==> config.mk <==
export PLATFORM = sky130hd
export DESIGN_NAME = ram_burst_ctrl
export DESIGN_NICKNAME = d
export VERILOG_FILES = /design/src/rtl/ram_ctrl_pkg.sv /design/src/rtl/ram_rd_skid_fifo.sv /design/src/rtl/ram_burst_ctrl.sv
export SDC_FILE = /design/constraint.sdc
export NUM_CORES = 1
export LEC_CHECK = 0
export CAP_MARGIN = 30
export CORE_ASPECT_RATIO = 0.8
export CORE_MARGIN = 4
export CORE_UTILIZATION = 40
export DETAILED_ROUTE_END_ITERATION = 10
export HOLD_SLACK_MARGIN = 0.1
export PLACE_DENSITY = 0.73
export SYNTH_ARGS = -nofsm -noshare
export SYNTH_HDL_FRONTEND = slang
export SYNTH_SLANG_ARGS = --single-unit
==> constraint.sdc <==
create_clock -name clk -period 8.8 [get_ports clk]
set_clock_uncertainty 0.2 [all_clocks]
set_input_delay 2.2 -clock clk [delete_from_list [all_inputs] [get_ports clk]]
set_output_delay 2.2 -clock clk [all_outputs]
set_load 0.05 [all_outputs]
==> src/rtl/ram_ctrl_pkg.sv <==
// Shared types and constants for the RAM burst controller and its read buffer.
package ram_ctrl_pkg;

  // Controller states; explicit encodings keep the register layout stable.
  typedef enum logic [1:0] {
    IDLE  = 2'd0,
    WRITE = 2'd1,
    READ  = 2'd2,
    DRAIN = 2'd3
  } ram_ctrl_state_e;

  // Depth of the read-data buffer that absorbs the RAM's one-cycle read latency.
  localparam int RD_BUF_DEPTH = 2;

  // Width of the buffer occupancy count (0..RD_BUF_DEPTH).
  localparam int RD_BUF_CNT_BITS = 2;

endpackage

==> src/rtl/ram_rd_skid_fifo.sv <==
// Two-entry read buffer. Head entry is presented combinationally; push and
// pop in the same cycle are legal at any occupancy, including full.
module ram_rd_skid_fifo
  import ram_ctrl_pkg::*;
#(
  parameter int WIDTH = 32
) (
  input  logic                       clk,
  input  logic                       rst_in,
  input  logic                       push,
  input  logic [WIDTH-1:0]           push_data,
  input  logic                       pop,
  output logic [RD_BUF_CNT_BITS-1:0] count,
  output logic [WIDTH-1:0]           head
);

  logic                       wr_ptr_reg;
  logic                       rd_ptr_reg;
  logic [RD_BUF_CNT_BITS-1:0] count_reg;
  logic                       do_push;
  logic                       do_pop;

  // A pop of an empty buffer is ignored; a push into a full buffer is only
  // taken when the head is leaving in the same cycle.
  assign do_pop  = pop && (count_reg != '0);
  assign do_push = push && ((count_reg != RD_BUF_CNT_BITS'(RD_BUF_DEPTH)) || do_pop);

  // One storage register per entry, written when the write pointer selects it.
  for (genvar gi = 0; gi < RD_BUF_DEPTH; gi++) begin : g_entry
    logic [WIDTH-1:0] data_reg;

    // Capture pushed data into this entry; cleared on reset so the head reads zero.
    always_ff @(posedge clk) begin
      if (rst_in) begin
        data_reg <= '0;
      end else if (do_push && (wr_ptr_reg == 1'(gi))) begin
        data_reg <= push_data;
      end
    end
  end

  // Pointer and occupancy bookkeeping.
  always_ff @(posedge clk) begin
    if (rst_in) begin
      wr_ptr_reg <= 1'b0;
      rd_ptr_reg <= 1'b0;
      count_reg  <= '0;
    end else begin
      if (do_push) begin
        wr_ptr_reg <= ~wr_ptr_reg;
      end
      if (do_pop) begin
        rd_ptr_reg <= ~rd_ptr_reg;
      end
      count_reg <= count_reg + RD_BUF_CNT_BITS'(do_push) - RD_BUF_CNT_BITS'(do_pop);
    end
  end

  assign count = count_reg;
  assign head  = rd_ptr_reg ? g_entry[1].data_reg : g_entry[0].data_reg;

endmodule

==> src/rtl/ram_burst_ctrl.sv <==
// Burst requester for one single-port synchronous RAM bank. Write bursts pass
// beats straight to the RAM; read bursts issue one address per cycle while
// buffer credit allows and stream returned words through a valid/ready port.
// Optional feature macro: RAM_BURST_RANGE_CHECK_EN (rejects bursts that would
// run past the top of the address space; otherwise addresses wrap).
module ram_burst_ctrl
  import ram_ctrl_pkg::*;
#(
  parameter int RAM_WIDTH     = 32,
  parameter int RAM_ADDR_BITS = 10,
  parameter int LEN_BITS      = 10
) (
  input  logic                     clk,
  input  logic                     rst_in,
  input  logic                     cmd_valid_in,
  output logic                     cmd_ready_out,
  input  logic                     cmd_write_in,
  input  logic [RAM_ADDR_BITS-1:0] cmd_addr_in,
  input  logic [LEN_BITS-1:0]      cmd_len_in,
  input  logic                     wr_valid_in,
  output logic                     wr_ready_out,
  input  logic [RAM_WIDTH-1:0]     wr_data_in,
  output logic                     rd_valid_out,
  input  logic                     rd_ready_in,
  output logic [RAM_WIDTH-1:0]     rd_data_out,
  output logic                     ram_we_out,
  output logic [RAM_ADDR_BITS-1:0] ram_addr_out,
  output logic [RAM_WIDTH-1:0]     ram_wdata_out,
  input  logic [RAM_WIDTH-1:0]     ram_rdata_in,
  output logic                     busy_out,
  output logic                     done_out,
  output logic                     err_out
);

  ram_ctrl_state_e            state_reg;
  ram_ctrl_state_e            state_next;
  logic [RAM_ADDR_BITS-1:0]   addr_reg;
  logic [RAM_ADDR_BITS-1:0]   addr_next;
  logic [LEN_BITS-1:0]        count_reg;
  logic [LEN_BITS-1:0]        count_next;
  logic                       inflight_reg;
  logic                       inflight_next;
  logic                       done_reg;
  logic                       done_next;
  logic                       err_reg;
  logic                       err_next;

  logic [RD_BUF_CNT_BITS-1:0] buf_count;
  logic [RAM_WIDTH-1:0]       buf_head;
  logic                       buf_push;
  logic                       buf_pop;
  logic [RD_BUF_CNT_BITS:0]   occ_after;
  logic                       credit_ok;
  logic                       issue;
  logic                       range_err;

`ifdef RAM_BURST_RANGE_CHECK_EN
  localparam int SUM_W = ((RAM_ADDR_BITS > LEN_BITS) ? RAM_ADDR_BITS : LEN_BITS) + 1;
  logic [SUM_W-1:0] end_addr;

  // Last address the burst would touch, computed without wrap.
  assign end_addr  = SUM_W'(cmd_addr_in) + SUM_W'(cmd_len_in);
  assign range_err = end_addr > SUM_W'({RAM_ADDR_BITS{1'b1}});
`else
  assign range_err = 1'b0;
`endif

  // Read buffer: returning RAM data is pushed the cycle after each issue.
  assign buf_push = inflight_reg;
  assign buf_pop  = rd_valid_out && rd_ready_in;

  ram_rd_skid_fifo #(
    .WIDTH (RAM_WIDTH)
  ) u_rd_fifo (
    .clk       (clk),
    .rst_in    (rst_in),
    .push      (buf_push),
    .push_data (ram_rdata_in),
    .pop       (buf_pop),
    .count     (buf_count),
    .head      (buf_head)
  );

  // Credit: words held plus the word in flight, less the one leaving now,
  // must leave room for another word so no push ever lands on a full buffer.
  assign occ_after = (RD_BUF_CNT_BITS + 1)'(buf_count)
                   + (RD_BUF_CNT_BITS + 1)'(inflight_reg)
                   - (RD_BUF_CNT_BITS + 1)'(buf_pop);
  assign credit_ok = occ_after < (RD_BUF_CNT_BITS + 1)'(RD_BUF_DEPTH);
  assign issue     = (state_reg == READ) && credit_ok;

  // Next-state, address/count sequencing and completion pulses.
  always_comb begin
    state_next    = state_reg;
    addr_next     = addr_reg;
    count_next    = count_reg;
    inflight_next = 1'b0;
    done_next     = 1'b0;
    err_next      = 1'b0;
    case (state_reg)
      IDLE: begin
        if (cmd_valid_in) begin
          addr_next  = cmd_addr_in;
          count_next = cmd_len_in;
          if (range_err) begin
            done_next = 1'b1;
            err_next  = 1'b1;
          end else if (cmd_write_in) begin
            state_next = WRITE;
          end else begin
            state_next = READ;
          end
        end
      end
      WRITE: begin
        if (wr_valid_in) begin
          addr_next  = addr_reg + RAM_ADDR_BITS'(1);
          count_next = count_reg - LEN_BITS'(1);
          if (count_reg == '0) begin
            state_next = IDLE;
            done_next  = 1'b1;
          end
        end
      end
      READ: begin
        if (issue) begin
          inflight_next = 1'b1;
          addr_next     = addr_reg + RAM_ADDR_BITS'(1);
          count_next    = count_reg - LEN_BITS'(1);
          if (count_reg == '0) begin
            state_next = DRAIN;
          end
        end
      end
      DRAIN: begin
        // Finish on the cycle the final word is popped so done_out follows it.
        if (!inflight_reg && (buf_count == RD_BUF_CNT_BITS'(buf_pop))) begin
          state_next = IDLE;
          done_next  = 1'b1;
        end
      end
      default: begin
        state_next = IDLE;
      end
    endcase
  end

  // Controller state registers; reset aborts any burst without a done pulse.
  always_ff @(posedge clk) begin
    if (rst_in) begin
      state_reg    <= IDLE;
      addr_reg     <= '0;
      count_reg    <= '0;
      inflight_reg <= 1'b0;
      done_reg     <= 1'b0;
      err_reg      <= 1'b0;
    end else begin
      state_reg    <= state_next;
      addr_reg     <= addr_next;
      count_reg    <= count_next;
      inflight_reg <= inflight_next;
      done_reg     <= done_next;
      err_reg      <= err_next;
    end
  end

  assign cmd_ready_out = (state_reg == IDLE);
  assign wr_ready_out  = (state_reg == WRITE);
  assign busy_out      = (state_reg != IDLE);
  assign done_out      = done_reg;
  assign err_out       = err_reg;

  assign rd_valid_out  = (buf_count != '0);
  assign rd_data_out   = buf_head;

  // Write enable is combinational from the beat valid but never during reset.
  assign ram_we_out    = (state_reg == WRITE) && wr_valid_in && !rst_in;
  assign ram_addr_out  = addr_reg;
  assign ram_wdata_out = wr_data_in;

endmodule

==> flow_metrics.py, run 1 <==
metrics = {
    "finish": {
        "final_cell_count_no_fill": 793,
        "flow.area_growth_from_synthesis_pct": 25.5,
        "drive_above_1_share_pct": 10.5,
        "layout_commonest_cell": "nand2_1",
        "antenna_cells": 0,
        "largest_reg_flops": 64,
        "nNetsFinal": 741,
        "final_cell_mix": "140 x nand2_1, 104 x clkdlybuf4s50_1, 91 x dfxtp_1",
        "final_util_pct": 51.5,
    },
    "critical_path": {
        "max_stage_delay_ns": 0.71,
        "rr_endpoint": "count_reg[0]$_SDFFE_PP0P_",
        "r2r_slack_ns": 5.46,
        "cp-end-kind": "primary output",
        "cp.arrival_ns": 4.13,
        "cp-start-kind": "primary input",
        "crit_slowest_cell": "buf_4",
        "crit_type": "in2out",
        "worstPathCellList": "buf_2, buf_4, inv_1, and3_1, clkdlybuf4s50_1",
        "worst_r2r_path_depth": 10,
        "cp_num_buf_inv": 4,
        "cp_data_required_time_ns": 6.40,
        "cpLargestDelayFamily": "buffers and inverters",
        "reg2reg_from": "u_rd_fifo.count[1]$_SDFF_PP0_",
        "crit_fanout": 92,
    },
    "placement": {
        "portBuffers": 105,
        "gp_congestion": 0.810,
        "dp.cells": 777,
        "hpwlAfterDp_um": 8520,
        "place_ws_ns": 2.26,
    },
    "floorplanning": {
        "core_area_mm2": 0.0116,
        "dieArea_mm2": 0.0137,
        "start_util_pct": 41.0,
        "die_height_um": 105,
        "num_rows": 35,
        "die_x_um": 130,
        "ioPinCount": 171,
    },
    "timing": {
        "rsz0062_at_grt": "no",
        "finalSetupTns_ns": 0,
        "slew_headroom_pct": 35.2,
        "finalCriticalPeriod_ns": 6.53,
        "setup_ws_ns": 2.27,
        "fmax_mhz": 153,
        "setup_viol": 0,
        "hold_viol": 0,
        "fin_crit_sh_pct": 74.2,
        "worst_pin_slew_ns": 0.967,
        "slew_violations": 0,
    },
    "cts": {
        "cts-root-buf": "clkbuf_16",
        "numCtsBuffers": 9,
        "path_clk_slew_ns": 0.07,
        "cts_setup_buffers": 0,
        "clk_path_buf_depth": 2,
        "cts.sinks": 92,
        "clk_latency_ns": 0.33,
        "cts-htree-levels": 3,
        "holdBufCountCts": 0,
        "cts_tree": "done",
        "cts_resized": 0,
    },
    "pwr": {
        "peakVddDrop_uv": 113,
        "p_leak_nw": 2.09,
        "p_per_area_mw_per_mm2": 299,
    },
    "logic_synthesis": {
        "seq_area_frac_synth_pct": 38.8,
        "async_flop_share_pct": 0,
        "netlist_instances": 591,
        "syn_avg_cell_area_um2": 8.03,
        "synthesis.nets": 692,
        "netlist_area_mm2": 0.00474,
        "yosysWarnings": 0,
        "synth_edf_count": 0,
        "ys.flop_type": "dfxtp_1",
        "ys_ff_latch": 92,
        "yosysUniqueCellTypes": 55,
    },
    "route": {
        "drc_errors": 0,
        "ant_nets": 0,
        "wire_per_inst_um": 15.8,
        "top_layer_used": "met4",
        "vias": 4338,
        "met1Wirelength_um": 5530,
        "dr.pass1.iters": 5,
        "finalWirelength_um": 12500,
        "drt_iter0_markers": 309,
        "routed-wl-met2_um": 6070,
        "viasPerCell": 5.47,
        "wl_met3_um": 684,
    },
    "min_path": {
        "hold_path_depth": 2,
        "hold_start": "u_rd_fifo.g_entry[0].data_reg[20]$_SDFFE_PP0P_",
        "hold_path.class": "reg2reg",
        "holdPathEnd": "u_rd_fifo.g_entry[0].data_reg[20]$_SDFFE_PP0P_",
    },
    "global_route": {
        "grt_pass1_wl_um": 20700,
        "grt_usage_pct": 18.3,
        "grt_pass1_vias": 4273,
        "grt_overflow": 0,
        "grt_antenna_before_repair": 0,
        "grt_max_degree": 93,
    },
    "job": {
        "max_cap_viol_count": 0,
    },
    "run_status": {
        "outcome": "complete, no violations",
    },
}
power by group:
group	internal (mW)	switching, mW	total, mW
clock	0.254	0.170	0.424
sequential	0.479	0.0911	0.570
combinational	0.304	0.486	0.790
total	1.04	0.747	1.78
cell usage after synthesis, types with 2 or more instances:
master / count / share of area (%)
a211o_1: 3 / 0.55
a21oi_1: 88 / 9.3
a31oi_1: 3 / 0.40
and2_1: 3 / 0.40
and3_1: 3 / 0.40
buf_2: 13 / 1.4
buf_4: 34 / 5.4
clkbuf_1: 27 / 2.1
dfxtp_1: 92 / 39
ha_1: 10 / 2.6
inv_1: 16 / 1.3
mux2_2: 33 / 7.8
nand2_1: 140 / 11
nand2b_1: 10 / 1.3
nand3_1: 16 / 1.7
nand4_1: 6 / 0.79
nand4b_1: 2 / 0.37
nor2_1: 13 / 1.0
nor2b_1: 2 / 0.26
nor3_1: 4 / 0.42
nor3b_1: 4 / 0.63
nor4_1: 2 / 0.26
o211ai_1: 5 / 0.79
o21a_1: 3 / 0.47
o21ai_0: 7 / 0.74
o2bb2ai_1: 2 / 0.37
o311ai_1: 2 / 0.37
o31a_1: 2 / 0.37
o31ai_1: 13 / 2.1
o41ai_1: 4 / 0.74
or2_2: 2 / 0.26
or3_1: 2 / 0.26
xnor2_1: 3 / 0.55
tightest hold or removal path, delay by kind of cell, from the launching register on:
kind | cells | cell delay, ns
flops | 1 | 0.31
compound gates | 1 | 0.05
simple gates | 1 | 0.05
through the flow:
stage | hold WS, ns | power [mW] | instance area [µm²]
2_1_floorplan | 0.233 | 1.17 | 4740
3_3_place_gp | 0.238 | 1.34 | 5610
3_5_place_dp | 0.246 | 1.36 | 5630
4_1_cts | 0.256 | 1.79 | 5960
5_1_grt | 0.275 | 1.89 | 5960
6_report | 0.253 | 1.78 | 5960
cells by family (layout without fill, tap and decap cells):
group / after synthesis / in the layout / synth area share [%]
AO/OA/AOI/OAI: 145 / 145 / 18.7
XOR/XNOR: 3 / 3 / 0.554
adder cells (fa/ha/maj): 11 / 11 / 3.06
buffers and inverters: 90 / 144 / 10.2
flip-flops: 92 / 92 / 38.8
multiplexers: 34 / 34 / 8.04
other: 1 / 1 / 0.0790
AND/OR/NAND/NOR: 215 / 215 / 20.6
cell type report:
| class | instances | area, µm² |
|---|---|---|
| multi-input combinational | 409 | 2430 |
| clock inverter | 7 | 103 |
| inverter | 16 | 60.1 |
| timing repair buffer | 112 | 1110 |
| tap | 148 | 185 |
| clock buffer | 9 | 225 |
| fill | 1095 | 5610 |
| sequential | 92 | 1840 |
per-layer routing:
layer,track usage (%),vias to the layer above
met5,0,-
met4,6.31,0
met3,4.15,29
met2,29.7,123
met1,23.9,2080
li1,-,2106
worst max path at each step:
stage	start	to	slack, ns	cells past startpoint
after floorplan	rst_in	ram_we_out	3.68	2
after global placement	rst_in	ram_we_out	2.29	5
after detailed placement	rst_in	ram_we_out	2.26	5
after CTS	rst_in	ram_we_out	2.26	5
after global routing	rst_in	ram_we_out	2.16	5
final	rst_in	ram_we_out	2.27	5
Power figures use the tool's default switching activity.
==> inputs of run 2 (changes only) <==
--- a/config.mk
+++ b/config.mk
@@ -11,7 +11,7 @@
 export CORE_UTILIZATION = 40
 export DETAILED_ROUTE_END_ITERATION = 10
 export HOLD_SLACK_MARGIN = 0.1
-export PLACE_DENSITY = 0.73
+export PLACE_DENSITY = 0.76
 export SYNTH_ARGS = -nofsm -noshare
 export SYNTH_HDL_FRONTEND = slang
 export SYNTH_SLANG_ARGS = --single-unit
==> constraint.sdc (replaced) <==
create_clock -name clk -period 6 [get_ports clk]
set_clock_uncertainty 0.2 [all_clocks]
set_input_delay 1.5 -clock clk [delete_from_list [all_inputs] [get_ports clk]]
set_output_delay 1.5 -clock clk [all_outputs]
set_load 0.05 [all_outputs]
==> run 2 against run 1 <==
Critical path type unchanged; wire length grew 3.0%; sequential power grew 47%; utilization shrank 0.36 points; first-iteration DRC count shrank 28%; largest power group unchanged; sequential cell count is the same; register-to-register slack lost 2.8 ns.
==> flow_metrics.py, run 2 (synthesis results as in run 1) <==
metrics = {
    "cts": {
        "clk_path_buf_depth": 2,
        "cts_setup_buffers": 0,
        "cts_tree": "done",
        "numCtsBuffers": 9,
        "clk_latency_ns": 0.34,
        "cts-root-buf": "clkbuf_16",
        "cts-htree-levels": 3,
        "path_clk_slew_ns": 0.07,
        "cts_resized": 0,
        "cts.sinks": 92,
        "holdBufCountCts": 0,
    },
    "timing": {
        "hold_viol": 0,
        "fmax_mhz": 216,
        "finalSetupTns_ns": 0,
        "finalCriticalPeriod_ns": 4.63,
        "setup_viol": 0,
        "worst_pin_slew_ns": 0.949,
        "slew_violations": 0,
        "setup_ws_ns": 1.37,
        "rsz0062_at_grt": "no",
        "slew_headroom_pct": 36.8,
        "fin_crit_sh_pct": 77.2,
    },
    "global_route": {
        "grt_pass1_wl_um": 21000,
        "busiest_layer": "met2",
        "grt_antenna_before_repair": 0,
        "grt_max_degree": 92,
        "grt_use_met1_pct": 23.8,
        "met2_usage_pct": 30.4,
        "grt_overflow": 0,
        "grt_util_met3_pct": 3.95,
        "grt_pass1_vias": 4459,
        "grt_usage_pct": 18.5,
    },
    "min_path": {
        "hold_path_depth": 2,
        "hold_path.class": "reg2reg",
    },
    "critical_path": {
        "rr_endpoint": "count_reg[0]$_SDFFE_PP0P_",
        "cp-end-kind": "primary output",
        "crit_slowest_cell": "clkdlybuf4s50_1",
        "worstPathCellList": "clkdlybuf4s50_1, and3_1, clkdlybuf4s50_1",
        "cpLargestDelayFamily": "buffers and inverters",
        "crit_type": "in2out",
        "crit_fanout": 3,
        "max_stage_delay_ns": 0.80,
        "cp.depth": 3,
        "crit_path_end": "ram_we_out",
        "cp_num_buf_inv": 2,
        "cp_data_required_time_ns": 4.30,
        "cp-start-kind": "primary input",
        "path_common_cell": "clkdlybuf4s50_1",
        "startpoint": "wr_valid_in",
        "cp.arrival_ns": 2.93,
        "reg2reg_from": "u_rd_fifo.count[1]$_SDFF_PP0_",
        "worst_r2r_path_depth": 10,
        "r2r_slack_ns": 2.63,
    },
    "route": {
        "finalWirelength_um": 12900,
        "viasPerCell": 5.56,
        "ant_nets": 0,
        "drt_iter0_markers": 223,
        "dr.pass1.iters": 5,
        "drc_errors": 0,
        "wire_per_inst_um": 16.2,
        "vias": 4408,
    },
    "finish": {
        "final_cell_mix": "140 x nand2_1, 104 x clkdlybuf4s50_1, 91 x dfxtp_1",
        "seqCellArea_mm2": 0.00184,
        "flow.area_growth_from_synthesis_pct": 24.7,
        "largest_reg_flops": 64,
        "nNetsFinal": 741,
        "drive_above_1_share_pct": 10.5,
        "multi_input_area_mm2": 0.00243,
        "antenna_cells": 0,
        "fill_cells": 1075,
        "layout_commonest_cell": "nand2_1",
    },
    "placement": {
        "hpwlAfterDp_um": 8550,
        "gp_congestion": 0.854,
        "place_ws_ns": 1.37,
        "portBuffers": 105,
    },
    "pwr": {
        "peakVddDrop_uv": 189,
        "p_leak_nw": 2.08,
        "p_per_area_mw_per_mm2": 434,
    },
    "floorplanning": {
        "num_rows": 35,
        "start_util_pct": 41.0,
        "die_x_um": 130,
        "dieArea_mm2": 0.0137,
        "die_height_um": 105,
        "core_area_mm2": 0.0116,
        "ioPinCount": 171,
    },
    "run_status": {
        "outcome": "complete, no violations",
    },
    "job": {
        "max_cap_viol_count": 0,
    },
}
[run 2: report_power, final]
group / total (mW) / internal [mW] / switching (mW)
clock: 0.568 / 0.296 / 0.272
combinational: 1.16 / 0.443 / 0.720
sequential: 0.837 / 0.702 / 0.135
total: 2.57 / 1.44 / 1.13
[run 2: through the flow]
stage	cell area, µm²	total power [mW]	hold WS (ns)	std cells	util (%)
global placement	5620	1.97	0.238	777	48.6
CTS	5910	2.58	0.255	793	51.2
floorplan	4740	1.72	0.233	591	-
detailed placement	5620	2.01	0.245	777	48.6
finish	5910	2.57	0.253	793	51.2
global route	5910	2.71	0.272	793	51.2
[run 2: area by class of cell]
type                            instances  share of cell area [%]
Multi-Input combinational cell        409                    41.1
Inverter                               16                    1.02
Sequential cell                        92                    31.2
Clock buffer                            9                    3.81
Tap cell                              148                    3.13
Clock inverter                          7                    1.16
Timing Repair Buffer                  112                    18.6
[run 2: routing by layer]
metal | vias to the layer above | part of all wire [%]
li1 | 2103 | -
met1 | 2112 | 43
met2 | 167 | 49
met3 | 26 | 6.3
met4 | 0 | 1.5
met5 | - | 0
[run 2: worst min-delay path: stages, from the launching register on]
cell     delay, ns
dfxtp_1       0.31
nand2_1       0.05
a21oi_1       0.05
[run 2: worst min path at each step]
stage / from / endpoint / slack (ns)
final: u_rd_fifo.g_entry[1].data_reg[21]$_SDFFE_PP0P_ / u_rd_fifo.g_entry[1].data_reg[21]$_SDFFE_PP0P_ / 0.25
after CTS: u_rd_fifo.g_entry[0].data_reg[3]$_SDFFE_PP0P_ / u_rd_fifo.g_entry[0].data_reg[3]$_SDFFE_PP0P_ / 0.26
after floorplan: u_rd_fifo.g_entry[1].data_reg[0]$_SDFFE_PP0P_ / u_rd_fifo.g_entry[1].data_reg[0]$_SDFFE_PP0P_ / 0.23
after global placement: u_rd_fifo.g_entry[1].data_reg[27]$_SDFFE_PP0P_ / u_rd_fifo.g_entry[1].data_reg[27]$_SDFFE_PP0P_ / 0.24
after global routing: u_rd_fifo.g_entry[1].data_reg[20]$_SDFFE_PP0P_ / u_rd_fifo.g_entry[1].data_reg[20]$_SDFFE_PP0P_ / 0.27
after detailed placement: u_rd_fifo.g_entry[0].data_reg[3]$_SDFFE_PP0P_ / u_rd_fifo.g_entry[0].data_reg[3]$_SDFFE_PP0P_ / 0.24
==> inputs of run 3 (changes only) <==
--- a/config.mk
+++ b/config.mk
@@ -11,7 +11,7 @@
 export CORE_UTILIZATION = 40
 export DETAILED_ROUTE_END_ITERATION = 10
 export HOLD_SLACK_MARGIN = 0.1
-export PLACE_DENSITY = 0.76
+export PLACE_DENSITY = 0.73
 export SYNTH_ARGS = -nofsm -noshare
 export SYNTH_HDL_FRONTEND = slang
 export SYNTH_SLANG_ARGS = --single-unit
==> constraint.sdc (replaced) <==
create_clock -name clk -period 4.3 [get_ports clk]
set_clock_uncertainty 0.2 [all_clocks]
set_input_delay 1.075 -clock clk [delete_from_list [all_inputs] [get_ports clk]]
set_output_delay 1.075 -clock clk [all_outputs]
set_load 0.05 [all_outputs]
==> run 3 against run 2 <==
Utilization grew 0.70 points; register-to-register slack worse by 1.5 ns; power up 42%; critical path type unchanged; worst hold slack got worse by 0.0015 ns; cell count up 0.63%; combinational power increased by 44%; largest cell class unchanged; sequential share of layout area shrank 0.42 points; non-clock buffer count rose by 5; cell area grew 1.4%; first-iteration DRC count up 27%; global-route usage increased by 0.22 points; sequential cell count stayed put.
==> flow_metrics.py, run 3 (synthesis results as in run 1) <==
metrics = {
    "route": {
        "drc_errors": 0,
        "dr.pass1.iters": 5,
        "finalWirelength_um": 12800,
        "vias": 4424,
        "ant_nets": 0,
        "viasPerCell": 5.54,
        "drt_iter0_markers": 284,
        "wire_per_inst_um": 16.0,
    },
    "critical_path": {
        "cp-start-kind": "primary input",
        "cp.depth": 3,
        "reg2reg_from": "u_rd_fifo.count[1]$_SDFF_PP0_",
        "max_stage_delay_ns": 0.80,
        "r2r_slack_ns": 1.09,
        "cp-end-kind": "primary output",
        "crit_type": "in2out",
        "cp.arrival_ns": 2.52,
        "crit_slowest_cell": "clkdlybuf4s50_1",
        "cpLargestDelayFamily": "buffers and inverters",
        "cp_data_required_time_ns": 3.02,
        "worstPathCellList": "clkdlybuf4s50_1, and3_1, clkdlybuf4s50_1",
        "rr_endpoint": "ram_addr_out[9]$_SDFFE_PP0P_",
        "crit_fanout": 3,
        "worst_r2r_path_depth": 11,
        "startpoint": "wr_valid_in",
        "path_common_cell": "clkdlybuf4s50_1",
        "crit_path_end": "ram_we_out",
        "cp_num_buf_inv": 2,
    },
    "cts": {
        "cts_tree": "done",
        "path_clk_slew_ns": 0.06,
        "cts-htree-levels": 3,
        "numCtsBuffers": 9,
        "cts_resized": 0,
        "cts_setup_buffers": 0,
        "clk_path_buf_depth": 2,
        "clk_latency_ns": 0.34,
        "cts-root-buf": "clkbuf_16",
        "cts.sinks": 92,
        "holdBufCountCts": 0,
    },
    "timing": {
        "hold_viol": 0,
        "finalSetupTns_ns": 0,
        "slew_violations": 0,
        "fmax_mhz": 263,
        "fin_crit_sh_pct": 88.3,
        "setup_viol": 0,
        "worst_pin_slew_ns": 0.975,
        "finalCriticalPeriod_ns": 3.80,
        "slew_headroom_pct": 35.0,
        "rsz0062_at_grt": "no",
    },
    "min_path": {
        "hold_path_depth": 2,
        "hold_path.class": "reg2reg",
    },
    "floorplanning": {
        "ioPinCount": 171,
        "start_util_pct": 41.0,
        "num_rows": 35,
        "die_x_um": 130,
        "dieArea_mm2": 0.0137,
        "die_height_um": 105,
        "core_area_mm2": 0.0116,
    },
    "finish": {
        "antenna_cells": 0,
        "flow.area_growth_from_synthesis_pct": 26.4,
        "largest_reg_flops": 64,
        "drive_above_1_share_pct": 11.1,
        "final_cell_mix": "140 x nand2_1, 104 x clkdlybuf4s50_1, 91 x dfxtp_1",
        "final_area_mm2": 0.00600,
        "layout_commonest_cell": "nand2_1",
        "final_cell_count_no_fill": 798,
        "nNetsFinal": 746,
    },
    "global_route": {
        "grt_pass1_wl_um": 20900,
        "grt_antenna_before_repair": 0,
        "grt_overflow": 0,
        "grt_max_degree": 92,
        "grt_usage_pct": 18.7,
        "grt_pass1_vias": 4397,
    },
    "pwr": {
        "power.share.clock_pct": 23.2,
        "p_int_mw": 2.12,
        "p_per_area_mw_per_mm2": 608,
        "power_frac_comb_pct": 45.8,
        "switching_share_pct": 41.8,
        "p_total_mw": 3.64,
        "peakVddDrop_uv": 233,
        "switchingPower_mw": 1.52,
        "p_leak_nw": 2.11,
        "p_seq_share_pct": 31.0,
    },
    "placement": {
        "portBuffers": 105,
        "dp.cells": 782,
        "hpwlAfterDp_um": 8770,
        "placed_cell_area_mm2": 0.00568,
        "gp_congestion": 0.841,
    },
    "job": {
        "max_cap_viol_count": 0,
    },
    "run_status": {
        "outcome": "complete, no violations",
    },
}
[run 3: cell types whose count changed in the layout (fill, tap and decap cells not counted), moves of 2 or more]
cell        before  now
inv_8            3    0
bufinv_16        0    2
clkinvlp_4       0    2
inv_6            4    0
buf_4            7   11
[run 3: worst reg2reg max path, stage by stage, from the launching register on]
cell	delay, ns
dfxtp_1	0.38
or2_2	0.31
and2_1	0.18
ha_1	0.29
inv_1	0.08
nand2_1	0.06
fa_1	0.38
xnor2_1	0.28
a21o_1	0.38
buf_4	0.23
nand4_1	0.10
a41oi_1	0.25
[run 3: metal layers]
layer  part of all wire [%]  GRT usage [%]  routed length [µm]  up-vias
met3                    5.1           4.15                 648       34
met1                     44           24.2                5690     2148
met4                    2.0           7.42                 251        0
met2                     49           30.1                6210      124
li1                       -              -                   -     2118
met5                      0              0                   0        -
[run 3: how the worst min path moves through the flow]
stage                                                   start                                              to  slack, ns
3_5_place_dp    u_rd_fifo.g_entry[0].data_reg[9]$_SDFFE_PP0P_   u_rd_fifo.g_entry[0].data_reg[9]$_SDFFE_PP0P_       0.24
5_1_grt        u_rd_fifo.g_entry[0].data_reg[13]$_SDFFE_PP0P_  u_rd_fifo.g_entry[0].data_reg[13]$_SDFFE_PP0P_       0.27
4_1_cts         u_rd_fifo.g_entry[0].data_reg[9]$_SDFFE_PP0P_   u_rd_fifo.g_entry[0].data_reg[9]$_SDFFE_PP0P_       0.25
2_1_floorplan   u_rd_fifo.g_entry[1].data_reg[0]$_SDFFE_PP0P_   u_rd_fifo.g_entry[1].data_reg[0]$_SDFFE_PP0P_       0.23
6_report        u_rd_fifo.g_entry[1].data_reg[9]$_SDFFE_PP0P_   u_rd_fifo.g_entry[1].data_reg[9]$_SDFFE_PP0P_       0.25
3_3_place_gp   u_rd_fifo.g_entry[1].data_reg[29]$_SDFFE_PP0P_  u_rd_fifo.g_entry[1].data_reg[29]$_SDFFE_PP0P_       0.24
[run 3: power groups by stage]
stage	Combinational, mW	Clock [mW]	Sequential (mW)
6_report	1.67	0.845	1.13
5_1_grt	1.80	0.900	1.15
4_1_cts	1.67	0.866	1.13
3_5_place_dp	1.66	0	1.15
3_3_place_gp	1.63	0	1.14
2_1_floorplan	1.15	0	1.25
[run 3: cell type report]
class / instances / area (µm²)
inverters: 16 / 60.1
multi-input cells: 409 / 2430
well taps: 148 / 185
clock inverters: 6 / 88.8
repair buffers: 117 / 1160
flip-flops and latches: 92 / 1840
fillers: 1106 / 5570
clock buffers: 10 / 229
[run 3: metrics by stage]
stage	worst slack [ns]	util, %	hold slack, ns
after floorplan	1.08	-	0.233
after global placement	0.371	48.9	0.238
after detailed placement	0.232	49.1	0.245
after CTS	0.492	51.9	0.254
after global routing	0.385	51.9	0.269
final	0.501	51.9	0.251
